File: src/rtl/matmul_sequencer.sv
// matmul_sequencer: 3x3 x 3x3 unsigned 8-bit matrix multiply (C = A x B, modulo 256),
// computed on one shared multiply-accumulate over 27 cycles.
// Ports:
//   clk, rst_n          - rising-edge clock, asynchronous active-low reset
//   clear               - synchronous job abort (active-high)
//   in_valid/in_ready   - operand byte stream: A row-major, then B row-major (18 bytes)
//   in_data[7:0]        - operand byte
//   out_valid/out_ready - result stream: C row-major (9 bytes)
//   out_data[7:0]       - result element, low 8 bits
//   busy                - high while computing
//   ovf                 - sticky: some element of the current job exceeded 255
module matmul_sequencer (
    input  logic       clk,
    input  logic       rst_n,
    input  logic       clear,
    input  logic       in_valid,
    input  logic [7:0] in_data,
    output logic       in_ready,
    output logic       out_valid,
    output logic [7:0] out_data,
    input  logic       out_ready,
    output logic       busy,
    output logic       ovf
);
    localparam int unsigned DW     = 8;
    localparam int unsigned ACC_W  = 18;
    localparam int unsigned N_EL   = 9;
    localparam int unsigned N_LOAD = 18;

    typedef enum logic [1:0] {S_LOAD, S_COMPUTE, S_UNLOAD} state_e;

    state_e             state_q, state_d;
    logic [4:0]         load_cnt_q, load_cnt_d;
    logic [1:0]         i_q, i_d, j_q, j_d, k_q, k_d;
    logic [3:0]         out_idx_q, out_idx_d;
    logic [ACC_W-1:0]   acc_q, acc_d;
    logic               ovf_q, ovf_d;
    logic [DW-1:0]      a_q [N_EL], a_d [N_EL];
    logic [DW-1:0]      b_q [N_EL], b_d [N_EL];
    logic [DW-1:0]      c_q [N_EL], c_d [N_EL];
    logic               in_ready_q, in_ready_d;
    logic               out_valid_q, out_valid_d;
    logic [DW-1:0]      out_data_q, out_data_d;
    logic               busy_q, busy_d;

    // Shared MAC datapath: A[i][k] * B[k][j], accumulator restarts at k=0
    logic [3:0]         a_idx, b_idx, c_idx, load_idx;
    logic [2*DW-1:0]    prod;
    logic [ACC_W-1:0]   acc_next;

    assign a_idx    = 4'(i_q) * 4'd3 + 4'(k_q);
    assign b_idx    = 4'(k_q) * 4'd3 + 4'(j_q);
    assign c_idx    = 4'(i_q) * 4'd3 + 4'(j_q);
    assign prod     = 16'(a_q[a_idx]) * 16'(b_q[b_idx]);
    assign acc_next = ((k_q == 2'd0) ? '0 : acc_q) + ACC_W'(prod);
    assign load_idx = (load_cnt_q < 5'd9) ? 4'(load_cnt_q) : 4'(load_cnt_q - 5'd9);

    // Next-state, datapath updates and registered-output values
    always_comb begin
        state_d    = state_q;
        load_cnt_d = load_cnt_q;
        i_d        = i_q;
        j_d        = j_q;
        k_d        = k_q;
        out_idx_d  = out_idx_q;
        acc_d      = acc_q;
        ovf_d      = ovf_q;
        a_d        = a_q;
        b_d        = b_q;
        c_d        = c_q;

        if (clear) begin
            // Abort wins over any same-cycle handshake; ovf and storage are kept
            state_d    = S_LOAD;
            load_cnt_d = '0;
            i_d        = '0;
            j_d        = '0;
            k_d        = '0;
            out_idx_d  = '0;
            acc_d      = '0;
        end else begin
            case (state_q)
                S_LOAD: begin
                    if (in_valid && in_ready_q) begin
                        if (load_cnt_q < 5'd9) a_d[load_idx] = in_data;
                        else                   b_d[load_idx] = in_data;
                        if (load_cnt_q == 5'(N_LOAD - 1)) begin
                            load_cnt_d = '0;
                            i_d        = '0;
                            j_d        = '0;
                            k_d        = '0;
                            acc_d      = '0;
                            ovf_d      = 1'b0;
                            state_d    = S_COMPUTE;
                        end else begin
                            load_cnt_d = load_cnt_q + 5'd1;
                        end
                    end
                end
                S_COMPUTE: begin
                    acc_d = acc_next;
                    if (k_q == 2'd2) begin
                        c_d[c_idx] = acc_next[DW-1:0];
                        if (acc_next > ACC_W'(255)) ovf_d = 1'b1;
                        k_d = '0;
                        if (j_q == 2'd2) begin
                            j_d = '0;
                            if (i_q == 2'd2) begin
                                i_d       = '0;
                                out_idx_d = '0;
                                state_d   = S_UNLOAD;
                            end else begin
                                i_d = i_q + 2'd1;
                            end
                        end else begin
                            j_d = j_q + 2'd1;
                        end
                    end else begin
                        k_d = k_q + 2'd1;
                    end
                end
                S_UNLOAD: begin
                    if (out_ready) begin
                        if (out_idx_q == 4'(N_EL - 1)) begin
                            out_idx_d = '0;
                            state_d   = S_LOAD;
                        end else begin
                            out_idx_d = out_idx_q + 4'd1;
                        end
                    end
                end
                default: state_d = S_LOAD;
            endcase
        end

        // Outputs are registered from the next state so they line up with state_q
        in_ready_d  = (state_d == S_LOAD);
        busy_d      = (state_d == S_COMPUTE);
        out_valid_d = (state_d == S_UNLOAD);
        out_data_d  = out_valid_d ? c_d[out_idx_d] : '0;
    end

    // State and datapath registers
    always_ff @(posedge clk or negedge rst_n) begin
        if (!rst_n) begin
            state_q     <= S_LOAD;
            load_cnt_q  <= '0;
            i_q         <= '0;
            j_q         <= '0;
            k_q         <= '0;
            out_idx_q   <= '0;
            acc_q       <= '0;
            ovf_q       <= 1'b0;
            in_ready_q  <= 1'b1;
            out_valid_q <= 1'b0;
            out_data_q  <= '0;
            busy_q      <= 1'b0;
            for (int n = 0; n < int'(N_EL); n++) begin
                a_q[n] <= '0;
                b_q[n] <= '0;
                c_q[n] <= '0;
            end
        end else begin
            state_q     <= state_d;
            load_cnt_q  <= load_cnt_d;
            i_q         <= i_d;
            j_q         <= j_d;
            k_q         <= k_d;
            out_idx_q   <= out_idx_d;
            acc_q       <= acc_d;
            ovf_q       <= ovf_d;
            in_ready_q  <= in_ready_d;
            out_valid_q <= out_valid_d;
            out_data_q  <= out_data_d;
            busy_q      <= busy_d;
            a_q         <= a_d;
            b_q         <= b_d;
            c_q         <= c_d;
        end
    end

    assign in_ready  = in_ready_q;
    assign out_valid = out_valid_q;
    assign out_data  = out_data_q;
    assign busy      = busy_q;
    assign ovf       = ovf_q;

endmodule

File: config.mk
export PLATFORM = sky130hd
export DESIGN_NAME = matmul_sequencer
export DESIGN_NICKNAME = d
export VERILOG_FILES = /design/src/rtl/matmul_sequencer.sv
export SDC_FILE = /design/constraint.sdc
export NUM_CORES = 1
export LEC_CHECK = 0
export CAP_MARGIN = 40
export CORE_MARGIN = 2
export CORE_UTILIZATION = 33
export DETAILED_ROUTE_END_ITERATION = 12
export PLACE_DENSITY_LB_ADDON = 0.12
export RECOVER_POWER = 25
export SLEW_MARGIN = 15
export SYNTH_ARGS = -nofsm -noshare
export SYNTH_HDL_FRONTEND = slang
export SYNTH_SLANG_ARGS = --single-unit
File: constraint.sdc
create_clock -name clk -period 11.4 [get_ports clk]
set_input_delay 2.28 -clock clk [delete_from_list [all_inputs] [get_ports clk]]
set_output_delay 2.28 -clock clk [all_outputs]
set_load 0.005 [all_outputs]
==> summary.md, run 1 <==
| Metric | Value |
|---|---|
| Most frequent cells in the layout | `dfrtp_1, mux2_2, inv_1` |
| End of the critical path | `ovf` |
| Psw | `0.0005137 W` |
| Placed insts | `1896` |
| Async SR Flop Fraction | `100.0%` |
| Maximum clock frequency | `116.7 MHz` |
| Maximum clock insertion buffer count | `3` |
| Launching point of the worst reg2reg path | `i_q[0]` |
| RSZ-0062 raised after global routing | `no` |
| Vias per cell | `5.025` |
| Diode count | `0` |
| Worst R2R Setup Slack | `2.83 ns` |
| Data required, critical path | `11.79 ns` |
| FF/Latch Area | `0.006583 mm2` |
| Reg2Reg Capture Point | `ovf` |
| Cell Count, Final, Fillers Out | `1957` |
| H-tree levels | `2` |
| Hold Fails Final Rpt | `0` |
| Reg2Reg Depth | `24` |
| Arrival @ worst endpoint | `8.96 ns` |
| Max Cap Viol | `2` |
| Port Buffers | `24` |
| Via count | `9833` |
| Skew-Pair Late Insertion Delay | `0.53 ns` |
| Failing checks | `max-capacitance violations, max-slew violations` |
| Violation count after the first detailed-route iteration | `503` |
| Clk pwr share | `48.5%` |
| Internal power | `0.001670 W` |
| Area of the multi-input gates | `0.007921 mm2` |
| First-pass GRT wire length | `63390 um` |
| # fillers | `4453` |
| Gr usage total | `17.35%` |
| Worst hold path type | `reg -> reg` |
| P_leak | `8.275 nW` |
| EDFF count, synth | `0` |
| Pins Over Slew Limit | `148` |
| Nets | `1466` |
| Setup TNS | `0 ns` |
| Synthesized area | `0.01518 mm2` |
| Cell count after synthesis | `1301` |
| I/O pin total | `25` |
| Die height | `218.5 um` |
| First-pass DRT Iterations | `5` |
| Setup Skew | `0.02564 ns` |
| Die Span X | `218.5 um` |
| Post-Place Cell Area | `0.01620 mm2` |
| GPL Wtd Cong | `0.7650` |
| Yosys reg bits | `263` |
| Setup Fix Bufs, Post-CTS | `0` |
| Critical path fanouts, max | `17` |
| Tcrit/Tclk final | `75.14%` |
| Clk Tree Root Cell | `clkbuf_16` |
| Outcome | `complete, but fails checks` |
| Cts hold-fix bufs | `0` |
| Syn Area/Cell | `11.67 um2` |
| Clock transition at path regs | `0.05 ns` |
| Comb pwr share | `6.4%` |
| YS warnings | `0` |
| Sequential power share | `45.1%` |
| Max_slew headroom | `-249.2%` |
| Row count | `78` |
| Crit path time final | `8.565 ns` |
| Post-CTS sizing | `0` |
| Crit Path Category | `reg -> reg` |
| Syn nets | `1431` |
| Worst setup SP type | `flip-flop` |
| Core ar. | `0.04538 mm2` |
| CTS buffer count | `34` |
| Final core utilization | `38.18%` |
| Seq/Total Area, Yosys | `43.35%` |
| CP Capture Type | `flip-flop` |
| Starting Density | `33.46%` |
| Initial antenna violation count | `0` |
| DRC viols | `0` |
| Final setup viols | `0` |
| Routed len/inst | `19.95 um` |
| Die area | `0.04775 mm2` |
| Top_reg_cell synth | `dfrtp_1` |
| Largest net degree at the start of global routing | `93` |
| Drt total wl | `39040 um` |
| GRT overflow | `0` |
| Crit. Startpoint | `i_q[0]` |
| Vias in the first global route | `10.52k` |
| Area growth syn-to-layout | `14.10%` |
| CTS Sinks | `263` |
| Overall power | `0.002184 W` |
| CTS tree | `built` |
| Final instance area | `0.01733 mm2` |
| Worst-Margin Slew | `5.238 ns` |
| Switching Share | `23.52%` |
| Power per cell area | `126.1 mW/mm2` |
| Antenna Nets Post-Route | `0` |
| Commonest non-fill, non-tap cell in the layout | `dfrtp_1` |
| Peak VDD IR | `98.55 uV` |
| Post-DP HPWL | `27440 um` |
| Post-synth cell types | `78` |
| Layout cells sized above 1 | `25.94%` |
worst max-delay path, stage by stage (launching register included):
cell and delay, ns:
dfrtp_1 0.49, inv_1 0.13, ha_1 0.39, inv_1 0.11, fa_1 0.49, buf_4 0.31, mux4_2 0.41, mux2_2 0.32
a22oi_1 0.72, nor2_1 0.18, fa_1 0.54, fa_1 0.52, fa_1 0.55, inv_1 0.06, fa_1 0.53, inv_1 0.04
ha_1 0.37, a21o_1 0.19, a221oi_2 0.31, a21bo_1 0.27, a311o_1 0.36, xor2_1 0.16, or3_1 0.41, o41ai_2 0.22
mux2_1 0.35
layout make-up:
cell class	count	share of cell area, %
clock buffers	48	5.676
clock inverters	9	0.6427
inverters	117	2.535
multi-input cells	861	45.72
flip-flops and latches	263	37.99
well taps	600	4.333
repair buffers	59	3.098
cell families after synthesis:
| kind of cell | Yosys count | synth area share, % |
|---|---|---|
| compound gates | 178 | 8.240 |
| xor+xnor | 18 | 1.038 |
| fa+ha+maj | 117 | 12.31 |
| buf+inv | 177 | 4.507 |
| flops | 263 | 43.35 |
| mux | 256 | 21.18 |
| simple gates | 292 | 9.369 |
routing by layer:
| layer | global-route usage [%] | wire [um] | vias to the layer above |
|---|---|---|---|
| met4 | 3.605 | 636 | 0 |
| met1 | 25.41 | 19600 | 5045 |
| met3 | 2.951 | 1382 | 42 |
| met2 | 26.91 | 17420 | 134 |
| met5 | 0 | 0 | - |
| li1 | - | - | 4612 |
Yosys cell counts (6+ instances only):
library cell | number | area, um2
a21oi_1 | 17 | 85.08
mux2i_1 | 21 | 210.2
fa_1 | 54 | 1081
and2_1 | 6 | 37.54
nor3_1 | 17 | 85.08
nand2b_1 | 26 | 162.7
inv_1 | 116 | 435.4
nand2_1 | 65 | 244.0
ha_1 | 63 | 788.3
dfrtp_1 | 262 | 6556
a22o_1 | 12 | 105.1
nor2b_1 | 20 | 125.1
a21o_1 | 6 | 45.04
clkbuf_1 | 45 | 168.9
nand3_1 | 12 | 60.06
mux4_2 | 32 | 720.7
o31ai_1 | 6 | 45.04
or3_1 | 8 | 50.05
nor2_1 | 96 | 360.4
or2_2 | 16 | 100.1
a22oi_1 | 8 | 60.06
xor2_1 | 10 | 87.58
a31oi_1 | 6 | 37.54
mux2_2 | 202 | 2275
o21ai_0 | 54 | 270.3
o22ai_1 | 6 | 37.54
xnor2_1 | 8 | 70.07
buf_2 | 10 | 50.05
per-stage QoR:
stage	worst slack (ns)	hold WS (ns)
CTS	2.839	0.4740
detailed placement	2.888	0.4628
floorplan	3.465	0.4407
global route	1.537	0.4972
finish	2.835	0.4707
global placement	2.944	0.4581
power groups by stage:
stage          registers, W  logic (W)  clock network (W)
3_3_place_gp       0.000999   0.000141                  0
5_1_grt            0.000989   0.000156            0.00113
6_report           0.000984   0.000141            0.00106
4_1_cts            0.000984   0.000143            0.00109
3_5_place_dp        0.00100   0.000143                  0
2_1_floorplan      0.000994  0.0000793                  0
worst min path at each step:
| stage | start | to | slack [ns] | cells past startpoint |
|---|---|---|---|---|
| after floorplan | acc_q[6] | acc_q[6] | 0.44 | 2 |
| after global placement | acc_q[0] | acc_q[0] | 0.46 | 2 |
| after detailed placement | acc_q[0] | acc_q[0] | 0.46 | 2 |
| after CTS | acc_q[6] | acc_q[6] | 0.47 | 2 |
| after global routing | acc_q[1] | acc_q[1] | 0.50 | 2 |
| final | acc_q[6] | acc_q[6] | 0.47 | 2 |
registers in the layout (all words and copies together) (netlist names), 2 cells and up:
register / cells
k_q: 2
state_q: 2
load_cnt_q: 5
acc_q: 18
i_q: 2
a_q: 72
out_data: 8
j_q: 2
out_idx_q: 4
c_q: 72
b_q: 72
Note: power is estimated with default switching activity, not from simulation.
==> inputs of run 2 (changes only) <==
Clock period 11.4 ns to 8.67 ns, I/O delays scaled along.
==> run 2 against run 1 <==
  * Clock power increased by 30%
  * Combinational power increased by 35%
  * Count of clock-buffer cells in the layout up 3
  * The flow still finishes with violations (max-capacitance violations, max-slew violations)
  * Largest cell class unchanged
  * Non-clock buffer count up 6
  * Power grew 31%
==> summary.md, run 2 (synthesis gave the netlist of run 1 again) <==
| Metric | Value |
|---|---|
| Outcome | `complete, but fails checks (unchanged)` |
| Failing checks | `max-capacitance violations, max-slew violations (unchanged)` |
| Initial antenna violation count | `0 (unchanged)` |
| I/O pin total | `25 (unchanged)` |
| Layout cells sized above 1 | `26.25% (was 25.94%)` |
| First-pass GRT wire length | `63380 um (was 63390 um)` |
| Area growth syn-to-layout | `14.28% (was 14.10%)` |
| CP Capture Type | `flip-flop (unchanged)` |
| Overall power | `0.002871 W (was 0.002184 W)` |
| Vias per cell | `5.071 (was 5.025)` |
| # fillers | `4440 (was 4453)` |
| Die Span X | `218.5 um (unchanged)` |
| Drt total wl | `39290 um (was 39040 um)` |
| Die area | `0.04775 mm2 (unchanged)` |
| Gr usage total | `17.30% (was 17.35%)` |
| Clock transition at path regs | `0.06 ns (was 0.05 ns)` |
| Power per cell area | `165.5 mW/mm2 (was 126.1 mW/mm2)` |
| H-tree levels | `2 (unchanged)` |
| Max_slew headroom | `-291.7% (was -249.2%)` |
| Worst setup SP type | `flip-flop (unchanged)` |
| Reg2Reg Capture Point | `ovf (unchanged)` |
| Clk Tree Root Cell | `clkbuf_16 (unchanged)` |
| Critical path fanouts, max | `9 (was 17)` |
| Diode count | `0 (unchanged)` |
| Pins Over Slew Limit | `124 (was 148)` |
| Most frequent cells in the layout | `dfrtp_1, mux2_2, inv_1 (unchanged)` |
| Setup Skew | `0.02548 ns (was 0.02564 ns)` |
| Cell Count, Final, Fillers Out | `1964 (was 1957)` |
| Post-CTS sizing | `0 (unchanged)` |
| Data required, critical path | `9.07 ns (was 11.79 ns)` |
| Cts hold-fix bufs | `0 (unchanged)` |
| CTS Sinks | `263 (unchanged)` |
| Hold endpoint | `acc_q[0] (was acc_q[6])` |
| Maximum clock frequency | `121.3 MHz (was 116.7 MHz)` |
| Core ar. | `0.04538 mm2 (unchanged)` |
| Setup TNS | `0 ns (unchanged)` |
| Largest net degree at the start of global routing | `142 (was 93)` |
| CTS tree | `built (unchanged)` |
| Port Buffers | `24 (unchanged)` |
| Vias in the first global route | `10.70k (was 10.52k)` |
| GRT overflow | `0 (unchanged)` |
| GPL Wtd Cong | `0.7706 (was 0.7650)` |
| Reg2Reg Depth | `22 (was 24)` |
| Worst R2R Setup Slack | `0.42 ns (was 2.83 ns)` |
| Worst-Margin Slew | `5.876 ns (was 5.238 ns)` |
| Hold Fails Final Rpt | `0 (unchanged)` |
| Violation count after the first detailed-route iteration | `474 (was 503)` |
| Routed len/inst | `20.00 um (was 19.95 um)` |
| Biggest registers after layout | `a_q (72), b_q (72), c_q (72) (unchanged)` |
| Row count | `78 (unchanged)` |
| P_leak | `8.300 nW (was 8.275 nW)` |
| Via count | `9960 (was 9833)` |
| Final setup viols | `0 (unchanged)` |
| Max Cap Viol | `1 (was 2)` |
| Launching point of the worst reg2reg path | `j_q[1] (was i_q[0])` |
| Critical Path Max Stage Delay | `0.88 ns (was 0.72 ns)` |
| Worst Min Path Start | `acc_q[0] (was acc_q[6])` |
| Worst hold path type | `reg -> reg (unchanged)` |
| Cells along the critical path | `fa_1, ha_1, fa_1, mux2i_1, nor2_1, a21oi_1, nor2_1, fa_1, fa_1, fa_1, inv_1, fa_1, inv_1, ha_1, a21o_1, a221oi_2, a21bo_1, a311o_1, xor2_1, or3_1, o41ai_2, mux2_1 (was inv_1, ha_1, inv_1, fa_1, buf_4, mux4_2, mux2_2, a22oi_1, nor2_1, fa_1, fa_1, fa_1, inv_1, fa_1, inv_1, ha_1, a21o_1, a221oi_2, a21bo_1, a311o_1, xor2_1, or3_1, o41ai_2, mux2_1)` |
| Setup Fix Bufs, Post-CTS | `0 (unchanged)` |
| Crit Path Category | `reg -> reg (unchanged)` |
| CTS buffer count | `34 (unchanged)` |
| CP max-delay cell | `fa_1 (was a22oi_1)` |
| DRC viols | `0 (unchanged)` |
| Starting Density | `33.46% (unchanged)` |
| Post-DP HPWL | `27370 um (was 27440 um)` |
| Placed insts | `1906 (was 1896)` |
| Commonest non-fill, non-tap cell in the layout | `dfrtp_1 (unchanged)` |
| Cell family with most CP delay | `adder cells (unchanged)` |
| RSZ-0062 raised after global routing | `no (unchanged)` |
| Die height | `218.5 um (unchanged)` |
| Arrival @ worst endpoint | `8.64 ns (was 8.96 ns)` |
| Hold path depth | `2 (unchanged)` |
| Maximum clock insertion buffer count | `3 (unchanged)` |
| CP most frequent cell | `fa_1 (unchanged)` |
| Nets | `1472 (was 1466)` |
| Crit path time final | `8.246 ns (was 8.565 ns)` |
| Hold WS | `0.4707 ns (about the same)` |
| First-pass DRT Iterations | `5 (unchanged)` |
| Antenna Nets Post-Route | `0 (unchanged)` |
| Tcrit/Tclk final | `95.11% (was 75.14%)` |
| Peak VDD IR | `99.56 uV (was 98.55 uV)` |
| Critical path buffers and inverters | `2 (was 5)` |
| Skew-Pair Late Insertion Delay | `0.54 ns (was 0.53 ns)` |
[run 2: final cells by class]
class	count	area [um2]	area share (%)
timing repair buffer	65	576.8	3.324
multi-input combinational	861	7915	45.61
inverter	117	439.2	2.531
sequential	263	6583	37.93
clock buffer	51	1016	5.855
clock inverter	7	72.57	0.4182
tap	600	750.7	4.326
[run 2: stage by stage]
stage / setup WS, ns / utilization, % / instance area, um2
after global placement: 0.4637 / 35.63 / 16170
after CTS: 0.3925 / 38.27 / 17370
final: 0.4237 / 38.24 / 17350
after detailed placement: 0.4426 / 35.87 / 16280
after global routing: 0.1112 / 38.24 / 17350
after floorplan: 0.7346 / - / 15180
[run 2: worst max path at each step]
| stage | depth (start not counted) | endpoint | start |
|---|---|---|---|
| after global routing | 22 | ovf | j_q[1] |
| after global placement | 22 | ovf | j_q[1] |
| after detailed placement | 22 | ovf | j_q[1] |
| after floorplan | 23 | ovf | j_q[1] |
| after CTS | 22 | ovf | j_q[1] |
| final | 22 | ovf | j_q[1] |
[run 2: worst reg2reg max path: stages, from the launching register on]
cell	delay (ns)
dfrtp_1	0.47
fa_1	0.50
ha_1	0.21
fa_1	0.88
mux2i_1	0.32
nor2_1	0.06
a21oi_1	0.64
nor2_1	0.16
fa_1	0.58
fa_1	0.45
fa_1	0.55
inv_1	0.06
fa_1	0.55
inv_1	0.05
ha_1	0.37
a21o_1	0.24
a221oi_2	0.27
a21bo_1	0.26
a311o_1	0.36
xor2_1	0.16
or3_1	0.40
o41ai_2	0.23
mux2_1	0.35
[run 2: power breakdown]
group          internal (W)  total (W)  switching (W)
sequential          0.00127    0.00130      0.0000238
combinational     0.0000842   0.000191       0.000107
clock              0.000838    0.00138       0.000546
total               0.00219    0.00287       0.000677
[run 2: metal layers]
layer  part of all wire, %  GRT usage [%]  vias up
met1                    49          24.82     5150
met4                   2.0          4.263        0
met5                     0              0        -
met3                   2.9          2.519       54
met2                    46          27.47      133
li1                      -              -     4623
